$ cat src/rtl/image_loader_pkg.sv
// Shared types and constants for the image loader.
package image_loader_pkg;

    localparam int unsigned NUM_BANKS      = 4;
    localparam int unsigned BANK_SEL_W     = 2;
    localparam int unsigned DEFAULT_ADDR_W = 10;
    localparam int unsigned DEFAULT_DATA_W = 8;
    localparam int unsigned PIX_CNT_W      = 13;

    typedef enum logic [1:0] {
        StIdle  = 2'd0,
        StLoad  = 2'd1,
        StFlush = 2'd2,
        StFull  = 2'd3
    } loader_state_t;

endpackage

$ cat src/rtl/image_bank_writer.sv
// Registered write stage: turns an accepted pixel and its frame index into a
// one-hot bank write enable, a bank address and the replicated pixel byte,
// all presented one cycle after the accept.
module image_bank_writer
    import image_loader_pkg::*;
#(
    parameter int unsigned ADDR_W = DEFAULT_ADDR_W,
    parameter int unsigned DATA_W = DEFAULT_DATA_W
) (
    input  logic                         clk_i,
    input  logic                         rst_ni,
    input  logic                         accept_i,
    input  logic [ADDR_W+BANK_SEL_W-1:0] index_i,
    input  logic [DATA_W-1:0]            pixel_i,
    output logic [NUM_BANKS-1:0]         we_o,
    output logic [ADDR_W-1:0]            addr_o,
    output logic [DATA_W-1:0]            data_o
);

    logic [NUM_BANKS-1:0] we_q, we_d;
    logic [ADDR_W-1:0]    addr_q, addr_d;
    logic [DATA_W-1:0]    data_q, data_d;

    // Decode the low index bits into the bank strobe; upper bits are the address.
    always_comb begin
        we_d   = '0;
        addr_d = addr_q;
        data_d = data_q;
        if (accept_i) begin
            we_d[index_i[BANK_SEL_W-1:0]] = 1'b1;
            addr_d = index_i[ADDR_W+BANK_SEL_W-1:BANK_SEL_W];
            data_d = pixel_i;
        end
    end

    // Write stage register; reset drops any pending write.
    always_ff @(posedge clk_i) begin
        if (!rst_ni) begin
            we_q   <= '0;
            addr_q <= '0;
            data_q <= '0;
        end else begin
            we_q   <= we_d;
            addr_q <= addr_d;
            data_q <= data_d;
        end
    end

    assign we_o   = we_q;
    assign addr_o = addr_q;
    assign data_o = data_q;

endmodule

$ cat src/rtl/image_loader.sv
// Frame loader: accepts a pixel stream under valid/ready, stripes pixels
// round-robin across four image banks and holds the frame until released.
// Optional frame checksum is enabled with IMAGE_LOADER_CHECKSUM_EN.
module image_loader
    import image_loader_pkg::*;
#(
    parameter int unsigned NUM_PIX = 4096,
    parameter int unsigned ADDR_W  = DEFAULT_ADDR_W,
    parameter int unsigned DATA_W  = DEFAULT_DATA_W
) (
    input  logic                 clk,
    input  logic                 reset,
    input  logic                 start,
    input  logic [DATA_W-1:0]    pix_data,
    input  logic                 pix_valid,
    output logic                 pix_ready,
    output logic [ADDR_W-1:0]    image_ram_addr_b,
    output logic [DATA_W-1:0]    data_image_0,
    output logic [DATA_W-1:0]    data_image_1,
    output logic [DATA_W-1:0]    data_image_2,
    output logic [DATA_W-1:0]    data_image_3,
    output logic                 we_image0,
    output logic                 we_image1,
    output logic                 we_image2,
    output logic                 we_image3,
    output logic                 img_valid,
    input  logic                 img_release,
    output logic [PIX_CNT_W-1:0] pix_count,
    output logic                 err_start,
    output logic [DATA_W-1:0]    checksum
);

    localparam int unsigned IDX_W = ADDR_W + BANK_SEL_W;
    localparam logic [PIX_CNT_W-1:0] LastIdx = PIX_CNT_W'(NUM_PIX - 1);
    localparam logic [PIX_CNT_W-1:0] MaxCnt  = PIX_CNT_W'(NUM_PIX);

    loader_state_t        state_q, state_d;
    logic [PIX_CNT_W-1:0] pix_count_q, pix_count_d;
    logic                 err_start_q, err_start_d;
    logic                 accept;
    logic                 clear_frame;
    logic [NUM_BANKS-1:0] we;
    logic [DATA_W-1:0]    wr_data;

    // Ready depends on state only so upstream valid never loops back into ready.
    assign pix_ready = (state_q == StLoad);
    assign img_valid = (state_q == StFull);
    assign accept    = pix_ready & pix_valid;

    // Next-state logic; start while busy is flagged unless paired with release in FULL.
    always_comb begin
        state_d     = state_q;
        err_start_d = err_start_q;
        clear_frame = 1'b0;
        case (state_q)
            StIdle: begin
                if (start) begin
                    state_d     = StLoad;
                    clear_frame = 1'b1;
                end
            end
            StLoad: begin
                if (start) err_start_d = 1'b1;
                if (accept && (pix_count_q == LastIdx)) state_d = StFlush;
            end
            StFlush: begin
                if (start) err_start_d = 1'b1;
                state_d = StFull;
            end
            StFull: begin
                if (img_release) begin
                    clear_frame = start;
                    state_d     = start ? StLoad : StIdle;
                end else if (start) begin
                    err_start_d = 1'b1;
                end
            end
            default: state_d = StIdle;
        endcase
    end

    // Accepted-pixel counter, saturating at one full frame.
    always_comb begin
        pix_count_d = pix_count_q;
        if (clear_frame) begin
            pix_count_d = '0;
        end else if (accept && (pix_count_q < MaxCnt)) begin
            pix_count_d = pix_count_q + 1'b1;
        end
    end

    // Control state registers with synchronous active-low reset.
    always_ff @(posedge clk) begin
        if (!reset) begin
            state_q     <= StIdle;
            pix_count_q <= '0;
            err_start_q <= 1'b0;
        end else begin
            state_q     <= state_d;
            pix_count_q <= pix_count_d;
            err_start_q <= err_start_d;
        end
    end

    assign pix_count = pix_count_q;
    assign err_start = err_start_q;

    image_bank_writer #(
        .ADDR_W (ADDR_W),
        .DATA_W (DATA_W)
    ) u_writer (
        .clk_i    (clk),
        .rst_ni   (reset),
        .accept_i (accept),
        .index_i  (IDX_W'(pix_count_q)),
        .pixel_i  (pix_data),
        .we_o     (we),
        .addr_o   (image_ram_addr_b),
        .data_o   (wr_data)
    );

    assign we_image0    = we[0];
    assign we_image1    = we[1];
    assign we_image2    = we[2];
    assign we_image3    = we[3];
    assign data_image_0 = wr_data;
    assign data_image_1 = wr_data;
    assign data_image_2 = wr_data;
    assign data_image_3 = wr_data;

`ifdef IMAGE_LOADER_CHECKSUM_EN
    logic [DATA_W-1:0] sum_q, sum_d;

    // Running byte sum of the current frame, wrapping mod 2^DATA_W.
    always_comb begin
        sum_d = sum_q;
        if (clear_frame) begin
            sum_d = '0;
        end else if (accept) begin
            sum_d = sum_q + pix_data;
        end
    end

    // Checksum accumulator register.
    always_ff @(posedge clk) begin
        if (!reset) begin
            sum_q <= '0;
        end else begin
            sum_q <= sum_d;
        end
    end

    assign checksum = sum_q;
`else
    assign checksum = '0;
`endif

endmodule

$ cat config.mk
export PLATFORM = sky130hd
export DESIGN_NAME = image_loader
export DESIGN_NICKNAME = d
export VERILOG_FILES = /design/src/rtl/image_loader_pkg.sv /design/src/rtl/image_bank_writer.sv /design/src/rtl/image_loader.sv
export SDC_FILE = /design/constraint.sdc
export NUM_CORES = 1
export LEC_CHECK = 0
export CAP_MARGIN = 15
export CORE_ASPECT_RATIO = 1.4
export CORE_MARGIN = 2
export CORE_UTILIZATION = 38
export DETAILED_ROUTE_END_ITERATION = 12
export PLACE_DENSITY = 0.76
export RECOVER_POWER = 50
export SYNTH_ARGS = -nofsm -noshare
export SYNTH_HDL_FRONTEND = slang
export SYNTH_HIERARCHICAL = 1
export SYNTH_SLANG_ARGS = --single-unit
$ cat constraint.sdc
create_clock -name clk -period 1.5 [get_ports clk]
set_input_delay 0.15 -clock clk [delete_from_list [all_inputs] [get_ports clk]]
set_output_delay 0.15 -clock clk [all_outputs]
set_load 0.02 [all_outputs]
==> results of run 1 <==
==> state kept, by name, indices dropped and copies added (netlist names) <==
signal / flops
u_writer/data_o: 8
err_start: 1
u_writer/addr_o: 10
state_q: 2
u_writer/we_o: 4
pix_count: 13
==> layout make-up <==
class | instances | area share
Inverter | 7 | 0.00976
Clock inverter | 2 | 0.00325
Timing Repair Buffer | 98 | 0.292
Tap cell | 64 | 0.0297
Clock buffer | 6 | 0.0270
Multi-Input combinational cell | 123 | 0.349
Sequential cell | 38 | 0.289
==> per-layer routing <==
layer / share of wire / vias up / global-route usage
met5: 0 / - / 0
met4: 0.017 / 0 / 0.0754
met3: 0.060 / 7 / 0.0471
met2: 0.54 / 50 / 0.270
met1: 0.38 / 725 / 0.148
li1: - / 776 / -
==> cell families (layout without fill, tap and decap cells) <==
group,count (synthesis),count (layout),share of synthesized area
fa+ha+maj,5,5,0.0324
simple gates,64,64,0.206
compound gates,19,19,0.0668
other cells,1,8,0.00194
xor+xnor,8,8,0.0363
flops,38,38,0.395
buf+inv,45,113,0.163
mux,19,19,0.0993
==> power breakdown <==
part	internal (µW)	switching, µW
registers	1090	65.0
clock network	319	338
logic	544	640
==> cell usage in the layout, fill, tap and decap left out, types with 2 or more instances in the layout <==
| cell | count |
|---|---|
| clkdlybuf4s50_1 | 43 |
| dfxtp_1 | 31 |
| clkbuf_1 | 24 |
| mux2i_1 | 18 |
| nor2b_1 | 18 |
| buf_4 | 17 |
| dlygate4sd2_1 | 14 |
| nor2_1 | 12 |
| nand2_1 | 8 |
| conb_1 | 8 |
| inv_1 | 6 |
| a21oi_1 | 5 |
| xnor2_1 | 5 |
| nand3_1 | 5 |
| clkbuf_8 | 5 |
| o21ai_0 | 4 |
| dfxtp_2 | 4 |
| and2_2 | 3 |
| xor2_1 | 3 |
| nand4_1 | 3 |
| dfxtp_4 | 3 |
| and3_2 | 2 |
| nor4_1 | 2 |
| or3_1 | 2 |
| ha_2 | 2 |
| ha_1 | 2 |
| nor3_1 | 2 |
==> worst min-delay path by stage <==
stage	end	slack (ns)	depth (start not counted)
6_report	err_start	0.47	1
5_1_grt	u_writer/data_o[3]	0.48	3
4_1_cts	err_start	0.47	1
3_5_place_dp	err_start	0.45	1
3_3_place_gp	err_start	0.45	1
2_1_floorplan	err_start	0.27	1
==> critical path, stage by stage, from the launching register on <==
cell      delay (ns)
dfxtp_2         0.34
inv_2           0.08
ha_4            0.16
nand3b_4        0.11
nor4_4          0.36
o221a_2         0.25
o211a_1         0.12
==> metrics by stage <==
step / utilization / std cells / instance area [µm²]
after floorplan: - / 206 / 1990
after global placement: 0.553 / 326 / 2700
after detailed placement: 0.553 / 326 / 2700
after CTS: 0.567 / 334 / 2770
after global routing: 0.552 / 338 / 2690
final: 0.552 / 338 / 2690
==> repair_timing <==
item	4_1_cts	5_1_grt
resized for setup	16	28
setup buffers	0	4
pin swaps	1	4
setup endpoints to repair	30	28
hold endpoints to repair	0	0
==> metrics, run 1 <==
Ys Warns 6; total wire length between 4 and 5 mm; count leader, synth dfxtp_1; clock buffer depth 2; dpl ws -0.107 ns; Root Buffer Master clkbuf_8; fmax around 0.68 GHz; multi-input logic area around 940 µm²; core footprint 0.00488 mm²; initial antenna violation count 0; CP startpoint state_q[1]; clock slew at reported path FFs ~0.07 ns; largest net degree at the start of global routing 22; Clock Skew 0.00591 ns; Post-synth EDFFs 0; Finish-stage setup viols 0; status complete, no violations; Synth Register Bits 38; ys async rst share 0; clock latency on the worst-skew pair approximately 0.28 ns; Min Hold Slack around 0.47 ns; Max Cap Viol 0; I/O Pins 83; antenna-violating nets left 0; top cells by count, synth 38 x dfxtp_1, 32 x buf_4, 18 x mux2i_1, 18 x nor2b_1, 12 x nor2_1; startpoint types flip-flop; Post-DP HPWL 3.04 mm; post-synth top area share 0.395; Yosys top cell by area dfxtp_1; reg2reg setup slack around 0.024 ns; CP Max Fanout 5; Max VDD drop just over 0.6 mV; Distinct cells, synth 38; Initial DRC Count 34; Mapped Area 0.00193 mm²; critical path arrival around 1.7 ns; Clock Sinks 38; share of layout cells above drive strength 1 0.190; Area contributors post-synth dfxtp_1 39%, buf_4 12%, mux2i_1 9.3%; Synth-to-Final Area Change 39.6%; Seq. cell area 777 µm²; antenna cell count 0; total CTS buffers 5; PwrDens about 1100 mW/mm²; Tmin final roughly 1.5 ns; Via Count approximately 1,600; H-tree Lvls 2; Routed WL per cell around 12 µm; FP Rows 30; vias in the first global route about 1,400; Die ar. roughly 0.0057 mm²; Final nets 291; R2R Path Start state_q[1]; Crit path required time approximately 1.7 ns; register area share after synthesis 0.395; Min-Delay Startpoint err_start; die height about 88 µm; Initial Utilization 0.395; worst setup path end state_q[0]; number of fill cells in the layout roughly 470; worst reg2reg path endpoint state_q[0]; cells after synthesis 199; Synth Flop Type dfxtp_1; hold_buf cts 0; gr usage total 0.147; RePlAce Congestion ~0.84; final clock period utilization by the worst path 0.984; Hold/Removal Path Class reg -> reg; unrepaired setup endpoints after global routing yes; WS Path Type reg -> reg; routed vias/inst between 4 and 5; DRT Pass-1 Iters 4; endpoints failing hold 0; Overflow after GRT 0; Power Total between 2000 and 3000 µW; Worst Reg-to-Reg Cells 6; Buffers on Ports between 70 and 80; Setup WS post-layout ~0.024 ns; Setup TNS Final 0 ns; CTS tree done; Final Max Tran Viols 0; CP Capture Type flip-flop; first-pass GRT wire length between 6 and 7 mm; syn_area_per_cell a little under 10 µm²; chip width roughly 64 µm; Pleak around 0.0011 µW; final routed DRC violation total 0
Power figures use the tool's default switching activity.
==> run 2, diff against run 1 <==
--- a/config.mk
+++ b/config.mk
@@ -10,6 +10,7 @@
 export CORE_MARGIN = 2
 export CORE_UTILIZATION = 38
 export DETAILED_ROUTE_END_ITERATION = 12
+export HOLD_SLACK_MARGIN = 0.06
 export PLACE_DENSITY = 0.76
 export RECOVER_POWER = 50
 export SYNTH_ARGS = -nofsm -noshare
==> results of run 2 <==
The final DEF is identical to that of run 1; final timing and power are the same.
==> run 3, diff against run 2 <==
--- a/config.mk
+++ b/config.mk
@@ -17,3 +17,4 @@
 export SYNTH_HDL_FRONTEND = slang
 export SYNTH_HIERARCHICAL = 1
 export SYNTH_SLANG_ARGS = --single-unit
+export TNS_END_PERCENT = 1
==> run 3 against run 2 <==
  * Clock-buffer cell count is 1 higher
  * First-iteration DRC count is 41% lower
  * Non-clock buffer count is 1 higher
  * Setup slack better by 0.025 ns
  * Hold slack better by 0.0016 ns
==> metrics, run 3 (synthesis results as in run 1) <==
Initial Utilization 0.395; reg2reg setup slack 0.05 ns; startpoint types flip-flop; highest metal used met4; FP Rows 30; H-tree Lvls 2; Post-DP HPWL between 3 and 4 mm; cell breakdown of the critical path inv_2, ha_4, and3b_2, nand4_4, or3_1, a21oi_1; wire length on met1 ~1.7 mm; CP Max Fanout 5; Clock Skew roughly 0.0068 ns; commonest non-fill, non-tap cell in the layout clkdlybuf4s50_1; final clock period utilization by the worst path 0.967; Sw Share 0.336; worst reg2reg path endpoint pix_count[9]; fmax approximately 0.69 GHz; commonest non-fill, non-tap cells in the layout 49 x clkdlybuf4s50_1, 30 x dfxtp_1; clock latency on the worst-skew pair 0.28 ns; CP Capture Type flip-flop; Buf/Inv on CP 1; total wire length between 4 and 5 mm; routed vias/inst between 4 and 5; Max Cap Viol 0; number of fill cells in the layout between 400 and 500; first-pass GRT wire length around 6.8 mm; Die ar. 0.00567 mm²; R2R Path Start state_q[1]; die height slightly below 90 µm; initial antenna violation count 0; Final Instance Area 0.00276 mm²; Flop pwr share 0.376; antenna cell count 0; Final Max Tran Viols 0; clock slew at reported path FFs about 0.08 ns; Via Count ~1,600; Initial DRC Count 20; final routed DRC violation total 0; Finish-stage setup viols 0; Hold Path Stages 1; Comb pwr share 0.392; hold path endpoint err_start; status complete, no violations; largest net degree at the start of global routing 22; I/O Pins 83; WL met3 between 200 and 250 µm; Placed Area roughly 0.0027 mm²; Overflow after GRT 0; CTS tree done; Pleak around 0.0011 µW; Power Total around 3100 µW; sw power around 1000 µW; gr usage total 0.150; chip width around 64 µm; clock buffer depth 2; CP delay by family, top simple AND/OR/NAND/NOR gates; DRT Pass-1 Iters 4; total CTS buffers 5; vias in the first global route about 1,500; internal power between 2000 and 2500 µW; Routed WL per cell around 12 µm; share of layout cells above drive strength 1 0.204; Min-Delay Startpoint err_start; Worst Reg-to-Reg Cells 6; Root Buffer Master clkbuf_8; Buffers on Ports 74; Crit path required time ~1.7 ns; Max stage delay on crit path 0.34 ns; met2 wire len around 2.2 mm; unrepaired setup endpoints after global routing yes; endpoints failing hold 0; max reg flops 13; part of the power in the clock network 0.232; Clock Sinks 38; antenna-violating nets left 0; critical path arrival between 1.5 and 2 ns; Hold/Removal Path Class reg -> reg; WS Path Type reg -> reg; core footprint about 0.005 mm²; Slowest-stage cell, CP dfxtp_2; Synth-to-Final Area Change 43.2%; RePlAce Congestion around 0.83; PwrDens 1120 mW/mm²; Max VDD drop between 0.7 and 0.8 mV; Final nets approximately 290; Tmin final 1.45 ns
## run 3: timing repair
action                     in CTS  in global routing
pin swaps                       0                  5
buffers inserted                0                  1
hold buffers                    0                  0
resized for setup              16                 25
setup endpoints to repair      27                 33
## run 3: layout make-up
cell class                      count  area, µm²  share of cell area
Multi-Input combinational cell    123        940               0.340
Timing Repair Buffer               99        846               0.306
Sequential cell                    38        778               0.282
Clock buffer                        7       86.3              0.0313
Tap cell                           64       80.1              0.0290
Inverter                            7       26.3             0.00952
Clock inverter                      1       5.00             0.00181
## run 3: how the worst max path moves through the flow
stage,start,endpoint,slack [ns],depth (start not counted)
after floorplan,state_q[0],pix_count[8],-0.02,5
after global placement,pix_valid,state_q[1],-0.07,5
after detailed placement,pix_valid,state_q[1],-0.14,5
after CTS,state_q[1],state_q[1],-0.02,6
after global routing,u_writer/data_o[0],data_image_0[0],-0.02,1
final,state_q[1],pix_count[9],0.05,6
## run 3: power by group through the flow
stage                     sequential, µW  clock, µW  combinational (µW)
final                               1160        717                1210
after CTS                           1160        740                1250
after floorplan                     1230          0                 774
after global routing                1170        797                1300
after global placement              1170          0                1240
after detailed placement            1170          0                1260
## run 3: per-stage QoR
step,setup WS [ns],utilization,hold WS [ns],TNS (ns),std cells
final,0.0491,0.566,0.470,0,339
after global routing,-0.0177,0.566,0.494,-0.0936,339
after CTS,-0.0152,0.575,0.477,-0.0183,338
after detailed placement,-0.141,0.557,0.459,-0.711,330
after global placement,-0.0656,0.557,0.450,-0.270,330
after floorplan,-0.0163,-,0.268,-0.168,206
## run 3: routing by layer
layer / vias to the layer above / GRT usage
met3: 2 / 0.0344
li1: 781 / -
met5: - / 0
met4: 0 / 0.0522
met2: 42 / 0.278
met1: 733 / 0.167
